**src/rtl/stream_pkg.sv**
```systemverilog
// Shared helpers for the stream join/tap blocks.
// Provides the counter-width function and default widths.
package stream_pkg;

    localparam int DEF_DATA_WIDTH = 9;
    localparam int DEF_SIDE_WIDTH = 9;
    localparam int DEF_ACC_WIDTH  = 16;

    // One bit wider than $clog2 so a repeat count of 1 still gets a real counter.
    function automatic int clog2p1(input int n);
        return $clog2(n) + 1;
    endfunction

endpackage

```
**src/rtl/stream_rejoin_acc.sv**
```systemverilog
// Side-stream group accumulator: sums SIDE_REP side beats and flags the group complete.
// A take in the same cycle as a side beat starts the next group with that beat.
module stream_rejoin_acc
    import stream_pkg::*;
#(
    parameter int SIDE_WIDTH = DEF_SIDE_WIDTH,
    parameter int ACC_WIDTH  = DEF_ACC_WIDTH,
    parameter int SIDE_REP   = 7
) (
    input  logic                  clk,
    input  logic                  rst,
    input  logic [SIDE_WIDTH-1:0] sdat,
    input  logic                  svld,
    output logic                  srdy,
    input  logic                  take,
    output logic [ACC_WIDTH-1:0]  acc,
    output logic                  done
);

    localparam int CNT_WIDTH = clog2p1(SIDE_REP);

    typedef logic [ACC_WIDTH-1:0] acc_t;
    typedef logic [CNT_WIDTH-1:0] cnt_t;

    localparam cnt_t CNT_LAST = cnt_t'(SIDE_REP - 1);

    cnt_t cnt;
    acc_t acc_base;
    logic side_fire;

    assign srdy      = !rst && (!done || take);
    assign side_fire = svld && srdy;
    assign acc_base  = take ? '0 : acc;

    always_ff @(posedge clk) begin
        if (rst) begin
            cnt  <= '0;
            acc  <= '0;
            done <= 1'b0;
        end else begin
            if (take) begin
                done <= 1'b0;
                acc  <= '0;
            end
            // Later assignments win: a side beat during take begins the next group.
            if (side_fire) begin
                acc <= acc_base + acc_t'(sdat);
                if (cnt == CNT_LAST) begin
                    cnt  <= '0;
                    done <= 1'b1;
                end else begin
                    cnt <= cnt + cnt_t'(1);
                end
            end
        end
    end

endmodule

```
**src/rtl/stream_rejoin.sv**
```systemverilog
// Rejoins a SIDE_REP-beat side stream with its primary stream, emitting data plus summed side value.
// Optional output register enabled by defining STREAM_REJOIN_OREG_EN.
module stream_rejoin
    import stream_pkg::*;
#(
    parameter int DATA_WIDTH = DEF_DATA_WIDTH,
    parameter int SIDE_WIDTH = DEF_SIDE_WIDTH,
    parameter int ACC_WIDTH  = DEF_ACC_WIDTH,
    parameter int SIDE_REP   = 7
) (
    input  logic                  clk,
    input  logic                  rst,
    input  logic [DATA_WIDTH-1:0] idat,
    input  logic                  ivld,
    output logic                  irdy,
    input  logic [SIDE_WIDTH-1:0] sdat,
    input  logic                  svld,
    output logic                  srdy,
    output logic [DATA_WIDTH-1:0] odat,
    output logic [ACC_WIDTH-1:0]  oacc,
    output logic                  ovld,
    input  logic                  ordy
);

    typedef logic [DATA_WIDTH-1:0] data_t;
    typedef logic [ACC_WIDTH-1:0]  acc_t;

    logic take;
    logic done;
    acc_t acc;

    stream_rejoin_acc #(
        .SIDE_WIDTH(SIDE_WIDTH),
        .ACC_WIDTH (ACC_WIDTH),
        .SIDE_REP  (SIDE_REP)
    ) u_acc (
        .clk (clk),
        .rst (rst),
        .sdat(sdat),
        .svld(svld),
        .srdy(srdy),
        .take(take),
        .acc (acc),
        .done(done)
    );

`ifdef STREAM_REJOIN_OREG_EN
    logic  ovld_q;
    data_t odat_q;
    acc_t  oacc_q;
    logic  slot_free;

    // Register can accept a new item whenever it is empty or draining this cycle.
    assign slot_free = !ovld_q || ordy;
    assign take      = !rst && ivld && done && slot_free;
    assign irdy      = !rst && done && slot_free;

    always_ff @(posedge clk) begin
        if (rst) begin
            ovld_q <= 1'b0;
        end else if (take) begin
            ovld_q <= 1'b1;
        end else if (ordy) begin
            ovld_q <= 1'b0;
        end
    end

    always_ff @(posedge clk) begin
        if (take) begin
            odat_q <= idat;
            oacc_q <= acc;
        end
    end

    assign ovld = ovld_q && !rst;
    assign odat = odat_q;
    assign oacc = oacc_q;
`else
    assign take = !rst && ivld && done && ordy;
    assign irdy = !rst && done && ordy;
    assign ovld = !rst && done && ivld;
    assign odat = idat;
    assign oacc = acc;
`endif

endmodule

```
**config.mk**
```make
export PLATFORM = sky130hd
export DESIGN_NAME = stream_rejoin
export DESIGN_NICKNAME = d
export VERILOG_FILES = /design/src/rtl/stream_pkg.sv /design/src/rtl/stream_rejoin_acc.sv /design/src/rtl/stream_rejoin.sv
export SDC_FILE = /design/constraint.sdc
export NUM_CORES = 1
export LEC_CHECK = 0
export ABC_CLOCK_PERIOD_IN_PS = 3600
export BUFFER_PORTS_ARGS = -buffer_cell sky130_fd_sc_hd__buf_2
export CAP_MARGIN = 20
export CORE_MARGIN = 1
export CORE_UTILIZATION = 50
export CTS_BUF_LIST = sky130_fd_sc_hd__clkbuf_16
export DETAILED_ROUTE_END_ITERATION = 10
export PLACE_DENSITY = 0.8
export SLEW_MARGIN = 20
export SYNTH_ARGS = -nofsm -noshare
export SYNTH_HDL_FRONTEND = slang
export SYNTH_SLANG_ARGS = --single-unit
```
**constraint.sdc**
```tcl
create_clock -name clk -period 3.6 [get_ports clk]
set_input_delay 0.18 -clock clk [delete_from_list [all_inputs] [get_ports clk]]
set_output_delay 0.18 -clock clk [all_outputs]
set_load 0.01 [all_outputs]
```
Yosys cells after proc, flatten, opt, wreduce, memory -nomap -nowiden
Cells that the tools add are included.
W data, S select, Z words.
- bits in registers: 21
- input bits: 23
- word-level logic and storage cells: 23
- add/sub/neg operators: 2
- equality and inequality tests: 1
- muxes and demuxes: 6
- reductions and logical operators: 11
- operators with widths (operator ; count):
    $mux W16 ; 2
    $add A16 B9 Y16 ; 1
    $logic_and A1 B1 Y1 ; 8
    $add A4 B1 Y4 const B ; 1
    $eq A4 B3 Y1 const B ; 1
    $mux W4 ; 1
    $mux W1 ; 3
    $logic_not A1 Y1 ; 2
    $logic_or A1 B1 Y1 ; 1

Logic depth before layout (Yosys ltp)
- depth in word-level cells: 8
- depth in mapped cells: 10

Cells and area by module
From an unflattened synthesis, not the netlist that was laid out.
- cell total of the unflattened synthesis: 185
- area total of the unflattened synthesis: 1505.2 um2
- modules (own cells, without submodules) (module ; times used ; cells an instance ; area each (um2) ; sequential area each (um2)):
    stream_rejoin_acc ; 1 ; 173 ; 1407.6 ; 420.4
    stream_rejoin ; 1 ; 12 ; 97.6 ; 0.0

Least setup slack after synthesis
No wires, ideal clock.
- path type: register -> register
- start point: reg u_acc.done
- end point: reg u_acc.acc[13]
- arrival: 2.564 ns
- required time: 3.529 ns
- slack: 0.965 ns
- cell stages (with the launch flop): 10
- buffers on the path: 1
- period minus slack after synthesis: 2.635 ns
- cells stage by stage: dfxtp_1 nand4b_1 clkbuf_1 and2_1 ha_1 nand2_1 or4b_1 a2bb2oi_1 or4_1 a21oi_1
- cells in the longest elaborated chain, start to end: 6
- elaborated cells between the ends (all ways): 9
- ends and longest elaborated chain (item ; line ; source):
    start: declaration ; stream_rejoin_acc.sv:17 ; output logic done
    start signal: assignment ; stream_rejoin_acc.sv:39 ; done <= 1'b0;
    start signal: assignment ; stream_rejoin_acc.sv:42 ; done <= 1'b0;
    start signal: assignment ; stream_rejoin_acc.sv:50 ; done <= 1'b1;
    parallel branches: the longest is 5 deep, another holds $add A16 B9 Y16 ; n/a ;
    $mux W16 (*) ; stream_rejoin_acc.sv:46 ; if (side_fire) begin
    end signal: assignment ; stream_rejoin_acc.sv:47 ; acc <= acc_base + acc_t'(sdat);
    end: declaration ; stream_rejoin_acc.sv:16 ; output logic [ACC_WIDTH-1:0] acc,
Mark *: on every way between the ends.
A chain may end at the register's enable or synchronous reset.

Worst setup path in the final report
Same ends and word-level chain as after synthesis.

==> results.tsv <==
metric	value	unit
Synth Net Count	209	
Worst Hold Class	in -> reg	
Clk pin slew, worst setup/hold paths	60	ps
DP HPWL	2499	µm
post-synth cell types	43	
Synth Register Bits	21	
Setup TNS	0	ps
ys async rst share	0	%
Die Footprint	0.003130	mm²
Worst-Margin Slew	636.5	ps
power density cells	467.5	mW/mm²
design area	0.001635	mm²
required time worst endpoint	3790	ps
Cell Rows	19	
crit path cell chain	nand4b_1 -> buf_4 -> and2_1 -> ha_1 -> nand2_1 -> or4b_1 -> a2bb2oi_1 -> or4_1 -> a21oi_1	
Placer Congestion	0.8432	
core area	0.002758	mm²
Synth Warn #	0	
fin. max-slew vios	0	
Setup CP Type	reg -> reg	
number of flops mapped to enable cells by yosys	0	
post-DR wirelength/cell	14.52	µm
startpoint types	flip-flop	
Power Total	0.7645	mW
Max Root-Sink Buffers	2	
Final nets	230	
Post-CTS Resized	0	
WL final	3297	µm
Boundary Pins	51	
pre-CTS setup slack	443.7	ps
diodes inserted	0	
fin crit period	3089	ps
hold slack final	251.8	ps
Synth top area share	28.89	%
Cell Area, Synth	0.001455	mm²
clock skew	3.667	ps
Final WS setup	510.8	ps
register area share after synthesis	28.89	%
Post-CTS Hold Fix Bufs	0	
Syn Area/Cell	8.268	µm²
antenna violations before repair	0	
leading cell types in the layout, fill and taps excluded	buf_2 (32), dfxtp_1 (21), nand2_1 (20), a21oi_1 (13), and2_1 (11)	
CTS sink cnt	21	
starting density of the core	52.77	%
final setup violation count	0	
Fill cells	253	
Worst EP arrival	3280	ps
CTS tree	yes	
Critical Path Max Stage Delay	530	ps
PortBufs	32	
Crit. Startpoint	u_acc.done	
Die Span Y	55.95	µm
Leak Pwr	0.7359	nW
commonest non-fill, non-tap cell in the layout	buf_2	
CP top delay family	simple AND/OR/NAND/NOR gates	
postcts setup bufs	0	
maximum clock rate	0.3237	GHz
Iter 0 DRT Violations	40	
HP Start	sdat[0]	
max cap viols	0	
DIE WIDTH	55.95	µm
critical path's slowest cell	or4b_1	
CP Max Fanout	9	
part of the cycle the worst path needs	85.81	%
Cells after Synth	176	
Crit path depth	9	
worst skew pair latency	260	ps
Residual DRC	0	
Peak VDD IR	0.0004152	V
pin count of the biggest net entering global routing	30	
Total GRT Usage	22.99	%
Max H-tree Level	1	
Synth area leaders	dfxtp_1 (29%), ha_1 (7.7%), buf_4 (5.2%)	
slew margin rel.	57.46	%
reg2reg path depth	9	
vias	1350	
Post-DP Area	0.001553	mm²
share of layout cells above drive strength 1	20.92	%
Num CTS Buffers	3	
element type at the critical path end	flip-flop	
hold path depth	4	
Hold Vio Cnt, Final	0	
RSZ-0062 raised after global routing	no	
total global routing overflow	0	
DR pass1 iterations	4	
run status	completed	
Area growth syn-to-layout	12.38	%
CP bufs+invs	1	
post-synth top area cell	dfxtp_1	
vias in the first global route	1315	
number of routed nets with antenna violations	0	
first-pass GRT wire length	5713	µm
root buffer cell	clkbuf_16	
DR vias/cell	5.947	
Worst R2R Start	u_acc.done	
Most used DFF post-synth	dfxtp_1	
synth_stat cells, drive strengths merged, types with 2 or more instances:
cell,number
dfxtp,21
nand2,20
a21oi,13
and2,11
buf,11
ha,9
o21ai,9
nor2,8
clkbuf,6
o22ai,6
a21o,5
xor2,5
a211oi,4
xnor2,4
a31oi,3
and3,3
nand3b,3
o211ai,3
a41o,2
and3b,2
inv,2
nand2b,2
nand3,2
nand4,2
nand4b,2
nor3,2
sequential cells by signal (all words and copies together), names as in the netlist:
register    flops
u_acc.acc      16
u_acc.cnt       4
u_acc.done      1
report_power, final:
group / total, mW / internal [mW] / switching, mW
clock network: 0.239 / 0.150 / 0.0888
logic: 0.255 / 0.112 / 0.143
registers: 0.270 / 0.257 / 0.0135
cell families (layout without fill, tap and decap cells):
kind of cell	count (synthesis)	count (layout)	share of synthesized area, %
AND/OR/NAND/NOR	65	65	25.02
AO/OA/AOI/OAI	51	51	22.79
flip-flops	21	21	28.89
buffers and inverters	19	39	7.996
adder cells (fa/ha/maj)	10	10	9.115
XOR/XNOR	9	9	5.417
multiplexers	1	1	0.7738
per-stage QoR:
step | utilization, % | instances
CTS | 59.30 | 227
floorplan | - | 176
finish | 59.30 | 227
global route | 59.30 | 227
detailed placement | 56.31 | 223
global placement | 56.31 | 223
worst min-delay path: stages:
cell,delay (ps)
buf_2,80
ha_1,120
nand2_1,40
o21ai_0,60
worst paths after layout:
path | slack, ps | to
worst min register to register | 510 | u_acc.acc[14]
worst max register to register | 510 | u_acc.acc[13]
worst max-delay path | 510 | u_acc.acc[13]
worst min-delay path | 250 | u_acc.acc[0]
per-layer routing:
| layer | global-route usage, % | part of all wire [%] | vias up |
|---|---|---|---|
| met5 | 0 | 0 | - |
| met2 | 38.38 | 50 | 35 |
| met1 | 26.96 | 43 | 626 |
| li1 | - | - | 677 |
| met4 | 11.85 | 2.4 | 0 |
| met3 | 6.279 | 4.4 | 12 |
area by class of cell:
type | instances | area (µm²) | share of cell area [%]
Multi-Input combinational cell | 136 | 918.4 | 56.16
Sequential cell | 21 | 420.4 | 25.71
Timing Repair Buffer | 33 | 167.7 | 10.25
Clock buffer | 3 | 75.07 | 4.591
Tap cell | 31 | 38.79 | 2.372
Clock inverter | 1 | 7.507 | 0.4591
Inverter | 2 | 7.507 | 0.4591
(Power assumes the default switching activity.)
